==> src/rtl/playseq_fluxo_dados_n_pkg.sv <==
// Shared definitions for the PlaySeq datapath and control unit.
package playseq_fluxo_dados_n_pkg;

    // Memory selector encodings, also used by the control unit
    typedef enum logic [1:0] {
        SEL_MEM1    = 2'd0,
        SEL_MEM2    = 2'd1,
        SEL_MEM3    = 2'd2,
        SEL_GRAVADA = 2'd3
    } seletor_t;

    localparam int unsigned BOTOES_PADRAO      = 4;
    localparam int unsigned ADDR_PADRAO        = 4;
    localparam int unsigned SEQ_INICIAL_PADRAO = 5;
    localparam int unsigned M_JOGADA_PADRAO    = 5000;
    localparam int unsigned M_LED_PADRAO       = 500;

endpackage

==> src/rtl/contador_m.sv <==
// Modulo-M period counter with a one-cycle end-of-period pulse.
module contador_m #(
    parameter int unsigned M = 8
) (
    input  logic clock,
    input  logic reset,
    input  logic zera,
    input  logic conta,
    output logic fim
);

    localparam int unsigned   W      = (M > 1) ? $clog2(M) : 1;
    localparam logic [W-1:0]  ULTIMO = W'(M - 1);

    logic [W-1:0] q;

    // Count while enabled, wrapping at M-1; clear has priority
    always_ff @(posedge clock) begin
        if (reset || zera) begin
            q <= '0;
        end else if (conta) begin
            if (q == ULTIMO) q <= '0;
            else             q <= q + W'(1);
        end
    end

    assign fim = conta && !zera && !reset && (q == ULTIMO);

endmodule

==> src/rtl/memoria_gravavel.sv <==
// User-recordable sequence RAM plus the recorded-length register.
module memoria_gravavel #(
    parameter int unsigned BOTOES = 4,
    parameter int unsigned ADDR   = 4
) (
    input  logic              clock,
    input  logic              reset,
    input  logic              escreve,
    input  logic              zera,
    input  logic [ADDR-1:0]   endereco,
    input  logic [BOTOES-1:0] dado_escrita,
    output logic [BOTOES-1:0] dado_leitura,
    output logic [ADDR:0]     comprimento
);

    logic [BOTOES-1:0] mem [2**ADDR];
    logic [ADDR:0]     proximo;

    assign proximo      = {1'b0, endereco} + (ADDR + 1)'(1);
    assign dado_leitura = mem[endereco];

    // RAM write; contents are deliberately not cleared by reset or zera
    always_ff @(posedge clock) begin
        if (escreve && !zera && !reset) mem[endereco] <= dado_escrita;
    end

    // Recorded length grows to cover the highest written address
    always_ff @(posedge clock) begin
        if (reset || zera) begin
            comprimento <= '0;
        end else if (escreve && (proximo > comprimento)) begin
            comprimento <= proximo;
        end
    end

endmodule

==> src/rtl/playseq_fluxo_dados_n.sv <==
// PlaySeq datapath: counters, play register, comparators, timeouts, LEDs.
module playseq_fluxo_dados_n
    import playseq_fluxo_dados_n_pkg::*;
#(
    parameter int unsigned BOTOES      = BOTOES_PADRAO,
    parameter int unsigned ADDR        = ADDR_PADRAO,
    parameter int unsigned SEQ_INICIAL = SEQ_INICIAL_PADRAO,
    parameter int unsigned M_JOGADA    = M_JOGADA_PADRAO,
    parameter int unsigned M_LED       = M_LED_PADRAO
) (
    input  logic              clock,
    input  logic              reset,
    input  logic [BOTOES-1:0] botoes,
    input  logic [BOTOES-1:0] rom_dado,
    input  logic [1:0]        seletor_memoria,
    input  logic              zeraE,
    input  logic              contaE,
    input  logic              zeraS,
    input  logic              contaS,
    input  logic              carregaS,
    input  logic              zeraR,
    input  logic              registraR,
    input  logic              zeraT,
    input  logic              contaT,
    input  logic              zeraTL,
    input  logic              contaTL,
    input  logic              escreveM,
    input  logic              zeraM,
    input  logic              fase_preview,
    input  logic              controla_leds,
    output logic [ADDR-1:0]   endereco,
    output logic              igual,
    output logic              enderecoIgualSequencia,
    output logic              sequenciaMenorQueEndereco,
    output logic              fimE,
    output logic              fimS,
    output logic              tem_jogada,
    output logic              jogada_valida,
    output logic              timeout,
    output logic              timeout_led,
    output logic [ADDR:0]     comprimento,
    output logic [BOTOES-1:0] leds,
    output logic [BOTOES-1:0] db_dado,
    output logic [BOTOES-1:0] db_jogada,
    output logic [ADDR-1:0]   db_sequencia
);

    localparam logic [ADDR-1:0] SEQ_CARGA = ADDR'(SEQ_INICIAL % (2**ADDR));

    seletor_t          seletor;
    logic [ADDR-1:0]   sequencia;
    logic [BOTOES-1:0] registro;
    logic [BOTOES-1:0] ram_dado;
    logic [BOTOES-1:0] s_dado;
    logic              botao_anterior;

    assign seletor = seletor_t'(seletor_memoria);

    // Address counter, wraps naturally at 2^ADDR
    always_ff @(posedge clock) begin
        if (reset || zeraE) endereco <= '0;
        else if (contaE)    endereco <= endereco + ADDR'(1);
    end

    // Sequence limit depends on the selected memory
    always_comb begin
        fimS = 1'b0;
        if (seletor == SEL_GRAVADA)
            fimS = (comprimento == '0) ||
                   (({1'b0, sequencia} + (ADDR + 1)'(1)) >= comprimento);
        else
            fimS = (sequencia == '1);
    end

    // Sequence counter, saturating at its limit
    always_ff @(posedge clock) begin
        if (reset || zeraS)        sequencia <= '0;
        else if (carregaS)         sequencia <= SEQ_CARGA;
        else if (contaS && !fimS)  sequencia <= sequencia + ADDR'(1);
    end

    // Play register
    always_ff @(posedge clock) begin
        if (reset || zeraR)  registro <= '0;
        else if (registraR)  registro <= botoes;
    end

    // Button press edge detector on the OR of all buttons
    always_ff @(posedge clock) begin
        if (reset) begin
            botao_anterior <= 1'b0;
            tem_jogada     <= 1'b0;
        end else begin
            botao_anterior <= |botoes;
            tem_jogada     <= (|botoes) && !botao_anterior;
        end
    end

    memoria_gravavel #(
        .BOTOES (BOTOES),
        .ADDR   (ADDR)
    ) u_memoria (
        .clock        (clock),
        .reset        (reset),
        .escreve      (escreveM),
        .zera         (zeraM),
        .endereco     (endereco),
        .dado_escrita (registro),
        .dado_leitura (ram_dado),
        .comprimento  (comprimento)
    );

    contador_m #(.M(M_JOGADA)) u_timeout (
        .clock (clock),
        .reset (reset),
        .zera  (zeraT),
        .conta (contaT),
        .fim   (timeout)
    );

    contador_m #(.M(M_LED)) u_timeout_led (
        .clock (clock),
        .reset (reset),
        .zera  (zeraTL),
        .conta (contaTL),
        .fim   (timeout_led)
    );

    assign s_dado                    = (seletor == SEL_GRAVADA) ? ram_dado : rom_dado;
    assign igual                     = (s_dado == registro);
    assign jogada_valida             = (registro != '0) &&
                                       ((registro & (registro - BOTOES'(1))) == '0);
    assign fimE                      = (endereco == '1);
    assign enderecoIgualSequencia    = (sequencia == endereco);
    assign sequenciaMenorQueEndereco = (sequencia < endereco);

    // LED source: live buttons outside preview, stored data during preview
    always_comb begin
        leds = botoes;
        if (fase_preview) leds = controla_leds ? s_dado : '0;
    end

    assign db_dado      = s_dado;
    assign db_jogada    = registro;
    assign db_sequencia = sequencia;

endmodule

==> config.mk <==
export PLATFORM = sky130hd
export DESIGN_NAME = playseq_fluxo_dados_n
export DESIGN_NICKNAME = d
export VERILOG_FILES = /design/src/rtl/playseq_fluxo_dados_n_pkg.sv /design/src/rtl/contador_m.sv /design/src/rtl/memoria_gravavel.sv /design/src/rtl/playseq_fluxo_dados_n.sv
export SDC_FILE = /design/constraint.sdc
export NUM_CORES = 1
export LEC_CHECK = 0
export CAP_MARGIN = 25
export CORE_MARGIN = 5
export CORE_UTILIZATION = 35
export DETAILED_ROUTE_END_ITERATION = 7
export PLACE_DENSITY_LB_ADDON = 0.15
export SLEW_MARGIN = 25
export SYNTH_ARGS = -nofsm -noshare
export SYNTH_HDL_FRONTEND = slang
export SYNTH_SLANG_ARGS = --single-unit
==> constraint.sdc <==
create_clock -name clock -period 2.25 [get_ports clock]
set_input_delay 0.45 -clock clock [delete_from_list [all_inputs] [get_ports clock]]
set_output_delay 0.45 -clock clock [all_outputs]
set_load 0.005 [all_outputs]
## After elaboration in Yosys (flattened, before gate mapping)

Memories as Yosys holds them, arrays and structs flattened. A register that Yosys moved wholly into a read port is not among the register bits.
Cells that the tools add are included.

| cells by class | value |
|---|---|
| $add $sub $neg | 7 |
| magnitude comparators | 3 |
| equal/unequal tests | 7 |
| multiplexer cells | 12 |
| bitwise operators | 1 |
| reductions and logical operators | 31 |

Operators by type and width:

| operator | count |
|---|---|
| $mux 4 | 5 |
| $add 13x1->13 const B | 1 |
| $eq 13x13->1 const B | 1 |
| $mux 13 | 1 |
| $logic_and 1x1->1 | 12 |
| $add 4x1->5 const B | 2 |
| $add 9x1->9 const B | 1 |
| $eq 9x9->1 const B | 1 |
| $mux 9 | 1 |
| $add 4x1->4 const B | 2 |
| $eq 4x4->1 | 2 |
| $eq 4x4->1 const B | 2 |
| $logic_or 1x1->1 | 7 |
| $logic_not 1->1 | 6 |
| $mux 3 | 2 |
| $ge 5x5->1 | 1 |
| $gt 5x5->1 | 1 |
| $logic_not 5->1 | 1 |
| $and 4x4->4 | 1 |
| $logic_not 4->1 | 1 |
| $lt 4x4->1 | 1 |
| $reduce_bool 4->1 | 1 |
| $reduce_or 4->1 | 1 |
| $sub 4x1->4 const B | 1 |
| other kinds (4) | 6 |

| storage, ports and cells | value |
|---|---|
| register bits | 41 |
| bits in writable memories | 64 |
| output and inout bits | 34 |
| logic and storage cells | 71 |
| memories kept | 1 |

Memories:

| memory | words | width | rd ports | clocked after memory_dff | wr ports | RTL line | source |
|---|---|---|---|---|---|---|---|
| u_memoria.mem | 16 | 4 | 1 | 1 | 1 | memoria_gravavel.sv:16 | `logic [BOTOES-1:0] mem [2**ADDR];` |

## Logic depth before layout (Yosys ltp)

| logic depth | value |
|---|---|
| word-level depth | 8 |
| gate-level depth with buffers | 10 |
| mapped depth without buffers | 10 |

## By module

From an unflattened synthesis, not the netlist that was laid out.

| second synthesis, totals | value |
|---|---|
| cell total of the unflattened synthesis | 420 |
| area, all modules | 5,136.2 um^2 |

By module, submodules not included:

| module | times used | cells each | area each (um^2) |
|---|---|---|---|
| memoria_gravavel | 1 | 175 | 3,010.4 |
| playseq_fluxo_dados_n | 1 | 126 | 1,052.3 |
| contador_m (u_timeout) | 1 | 67 | 595.6 |
| contador_m (u_timeout_led) | 1 | 52 | 478.0 |

## Worst setup path before layout

No wires, ideal clock.

| timing path | value |
|---|---|
| path type | reg2reg |
| start | reg endereco[0] |
| end | reg u_memoria.comprimento[0] |
| arrival time | 2.322 ns |
| path slack | -0.193 ns |
| cell stages (with the launch flop) | 11 |
| clock period less this slack | 2.443 ns |
| path through | dfxtp_1 -> inv_1 -> ha_1 -> ha_1 -> nor2b_1 -> o21a_1 -> o21a_1 -> o21ai_0 -> a221oi_2 -> mux2i_1 -> nor2_1 |

| between the ends | value |
|---|---|
| longest elaborated chain between the ends | 3 |

Ends and longest elaborated chain:

| element | RTL line | source |
|---|---|---|
| start: declaration | playseq_fluxo_dados_n.sv:31 | `output logic [ADDR-1:0] endereco,` |
| start signal: assignment | playseq_fluxo_dados_n.sv:62 | `else if (contaE) endereco <= endereco + ADDR'(1);` |
| $add 4x1->5 (*) | memoria_gravavel.sv:19 | `assign proximo = {1'b0, endereco} + (ADDR + 1)'(1);` |
| named net u_memoria.proximo[0] | memoria_gravavel.sv:17 | `logic [ADDR:0] proximo;` |
| $gt 5x5->1 | memoria_gravavel.sv:31 | `end else if (escreve && (proximo > comprimento)) begin` |
| $logic_and 1x1->1 | memoria_gravavel.sv:31 |  |
| end signal: assignment | memoria_gravavel.sv:32 | `comprimento <= proximo;` |
| end: declaration | memoria_gravavel.sv:13 | `output logic [ADDR:0] comprimento` |

Mark *: on every way through the listed nets, which the timed path passes. The rest lies on a longest branch.
A chain may end at the register's enable or synchronous reset.

==> results.txt <==
----------------------------------------------------
[Timing]
  Worst hold slack across all endpoints ... 396 ps
  Max-slew violation count ... 0
  Normalized max-slew margin ... 70.1%
  Transition at the pin with the smallest max-transition slack ... 447 ps
  Ratio of final minimum period to clock period ... 126%
  RSZ-0062 raised after global routing ... yes
  Setup clock skew after layout ... 7.81 ps
  Final-report setup violation count ... 10
  Achievable Freq ... 354 MHz
  Worst setup slack after layout ... -575 ps
  Setup tns final ... -4410 ps
  Final critical path time including I/O delays and setup ... 2830 ps
  Endpoints failing hold ... 0

[Clock tree]
  Number of clock sinks ... 109
  Maximum level of the CTS H-tree ... 3
  Worst-Skew Late Latency ... 350 ps
  Clock transition at path regs ... 70 ps
  Clock tree root buffer cell ... sky130_fd_sc_hd__clkbuf_16
  Num CTS Buffers ... 9
  TritonCTS clock tree ... done
  Number of buffers on the longest clock path ... 2

[Setup path]
  Largest stage delay on the critical path ... 530 ps
  Worst reg2reg path endpoint ... u_memoria.comprimento[3]$_SDFFE_PP0P_
  Start of the worst register-to-register path ... endereco[1]$_SDFFE_PP0P_
  Top cell by count, worst path ... sky130_fd_sc_hd__buf_4
  Maximum fanout encountered on the critical timing path ... 6
  Setup crit start kind ... flip-flop
  Worst Path Class, Setup ... flip-flop to output pin
  Worst Setup End Kind ... output pin
  Cell with the biggest individual delay on the critical path ... sky130_fd_sc_hd__mux4_2
  Worst reg-to-reg path cell count ... 11
  CP delay by family, top ... multiplexers
  Worst path arrival time ... 2380 ps
  Worst-path cell chain ... buf_8 -> buf_4 -> mux4_2 -> mux2i_4 -> nor2_1 -> a21oi_4 -> o21ai_2 -> buf_4 -> clkdlybuf4s15_2
  Buffer and inverter count on the worst path ... 4
  Req. time, crit path ... 1800 ps
  Reg-to-reg setup timing slack ... 90 ps

[Finish]
  Nets@finish ... 615
  Syn-to-layout area delta ... 40.2%
  Antenna diode count ... 0
  Most frequent standard cell in the layout excluding fill and tap cells ... sky130_fd_sc_hd__buf_4
  Layout cells sized above 1 ... 32.3%
  Non-filler instance count after layout ... 756
  Post-route core utilization ... 49.6%
  Most frequent cells in the layout ... sky130_fd_sc_hd__buf_4 (77), sky130_fd_sc_hd__edfxtp_1 (64), sky130_fd_sc_hd__nor2_1 (55)
  Final non-filler cell area ... 7160 um2

[Hold path]
  Number of stages on the worst hold path ... 1
  Endpoint, Worst Hold ... tem_jogada$_SDFF_PP0_
  Beginning of the worst hold path ... botao_anterior$_SDFF_PP0_
  Class of the tightest hold or removal check ... flip-flop to flip-flop

[Placed design]
  Dpl cells ... 724
  Total half-perimeter wirelength after legalization and detailed placement ... 9200 um
  Instance area at placement ... 6470 um2
  Routability congestion estimate ... 0.788
  Total of buffers placed on input and output ports ... 60
  Worst slack, placed ... -680 ps

[Floorplanning]
  Initial core utilization ... 35.4%
  Core area ... 14400 um2
  Overall die height ... 131 um
  Overall die area ... 17100 um2
  DIE WIDTH ... 131 um
  Placement row count ... 44
  Ports placed on the boundary ... 61

[Outcome]
  Result of the run ... complete, but fails checks
  Violations in the final reports ... negative setup slack

[Pwr]
  Static Leakage ... 2.63 nW
  Sw Pwr ... 929 uW
  Switching share of power ... 22.2%
  Overall Power ... 4.18 mW
  Internal power ... 3.26 mW
  Combinational share of power ... 10.2%
  Fraction of power consumed by the clock network ... 38.9%
  Power share of the sequential group ... 50.8%
  Worst VDD drop ... 0.000347 V
  Power Dens Cells ... 585 nW/um2

[Drt]
  Vias post-DR ... 3662
  Post-DR vias/cell ... 4.84
  Antenna Violating Nets Remaining ... 0
  Total length of routed wires ... 12600 um
  WL per Instance ... 16.7 um
  Post-detailed-route DRC marker count ... 0
  Length of the first detailed-routing pass in iterations ... 4
  Number of design-rule violations left by the first detailed-router iteration ... 189

[GRT]
  Global-route wire length before repair ... 20000 um
  Largest net degree at the start of global routing ... 24
  Overflow left after global routing ... 0
  GRT Resource Usage Total ... 15.4%
  Antenna violations before repair ... 0
  Vias in the first global route ... 3869

[Logic synthesis]
  Flop and latch count out of synthesis ... 109
  Simple-gate share of the synthesized area ... 13.6%
  Area of the mapped netlist ... 5110 um2
  Area fraction in compound gates after synthesis ... 3.80%
  Cell types occupying the most area after synthesis ... sky130_fd_sc_hd__edfxtp_1 (38%), sky130_fd_sc_hd__dfxtp_1 (18%), sky130_fd_sc_hd__ha_1 (5.1%)
  Count of different cell masters after synthesis ... 42
  Proportion of netlist area held by the largest area contributor ... 37.6%
  Post-synthesis cell count ... 424
  Share of synthesized registers carrying an async set or reset ... 0%
  Net Count, Synth ... 472
  Share of synthesized area spent on multiplexers ... 11.9%
  Synth warn ... 0
  Portion of the post-synthesis area used by sequential elements ... 55.3%
  Per-instance average area after synthesis ... 12.0 um2
  EDFF count, synth ... 64
  Combinational family with the most area after synthesis ... simple AND/OR/NAND/NOR gates
  Dominant cell type by area after synthesis ... sky130_fd_sc_hd__edfxtp_1
  Post-Synth Adder-Cell Area ... 5.15%
  Primary FF master, synth ... sky130_fd_sc_hd__edfxtp_1
  Xor/xnor share of the synthesized area ... 7.03%

[Flow run]
  Max-Cap Viols ... 0

----------------------------------------------------
-- sequential cells by signal (all words and copies together) (netlist names), named ones only --
signal                 flops
u_timeout_led.q            9
botao_anterior             1
endereco                   4
u_memoria.comprimento      5
u_timeout.q               13
db_sequencia               4
db_jogada                  4
u_memoria.mem             64
tem_jogada                 1
-- logic make-up after synthesis --
group           Yosys count
simple gates            149
flops                   109
xor+xnor                 41
mux                      37
buf+inv                  35
compound gates           32
fa+ha+maj                21
-- power groups by stage --
| stage | registers [mW] | clock network, mW | logic, mW |
|---|---|---|---|
| after floorplan | 2.18 | 0 | 0.159 |
| after global placement | 2.17 | 0 | 0.377 |
| after detailed placement | 2.17 | 0 | 0.379 |
| after CTS | 2.13 | 1.67 | 0.414 |
| after global routing | 2.13 | 1.75 | 0.466 |
| final | 2.13 | 1.63 | 0.428 |
-- layer usage --
layer  part of all wire [%]  GRT usage (%)  up-vias
met3                    3.7           2.68       11
met1                     45           20.3     1773
li1                       -              -     1809
met2                     50           25.5       69
met5                      0              0        -
met4                    1.5           5.51        0
-- cell type report --
type | instances | area, um2
timing repair buffer | 151 | 1340
inverter | 16 | 67.6
sequential | 109 | 2850
tap | 184 | 230
clock buffer | 11 | 243
clock inverter | 5 | 60.1
fill | 1314 | 7270
multi-input combinational | 280 | 2370
-- worst max-delay path by stage --
| stage | start | endpoint | slack [ps] | depth (start not counted) |
|---|---|---|---|---|
| final | flip-flop | db_dado[0] | -580 | 9 |
| after global routing | flip-flop | leds[2] | -660 | 11 |
| after CTS | flip-flop | igual | -650 | 8 |
| after detailed placement | flip-flop | igual | -680 | 8 |
| after global placement | flip-flop | leds[0] | -660 | 9 |
| after floorplan | flip-flop | igual | 20 | 8 |
-- Yosys cell counts, drive strengths merged (6+ instances only) --
master,number
dfxtp,45
buf,6
ha,21
o21ai,18
xor2,19
nor2,56
nand3,17
nand2,26
nor3,23
mux4,16
mux2i,18
inv,16
clkbuf,13
nand4,8
edfxtp,64
xnor2,22
-- what timing repair did --
item / CTS / global route
setup buffers: 16 / 4
setup endpoints to repair: 20 / 20
pin swaps: 17 / 16
hold buffers: 0 / 0
gates resized for setup: 110 / 28
hold endpoints to repair: 0 / 0
(Power assumes the default switching activity.)
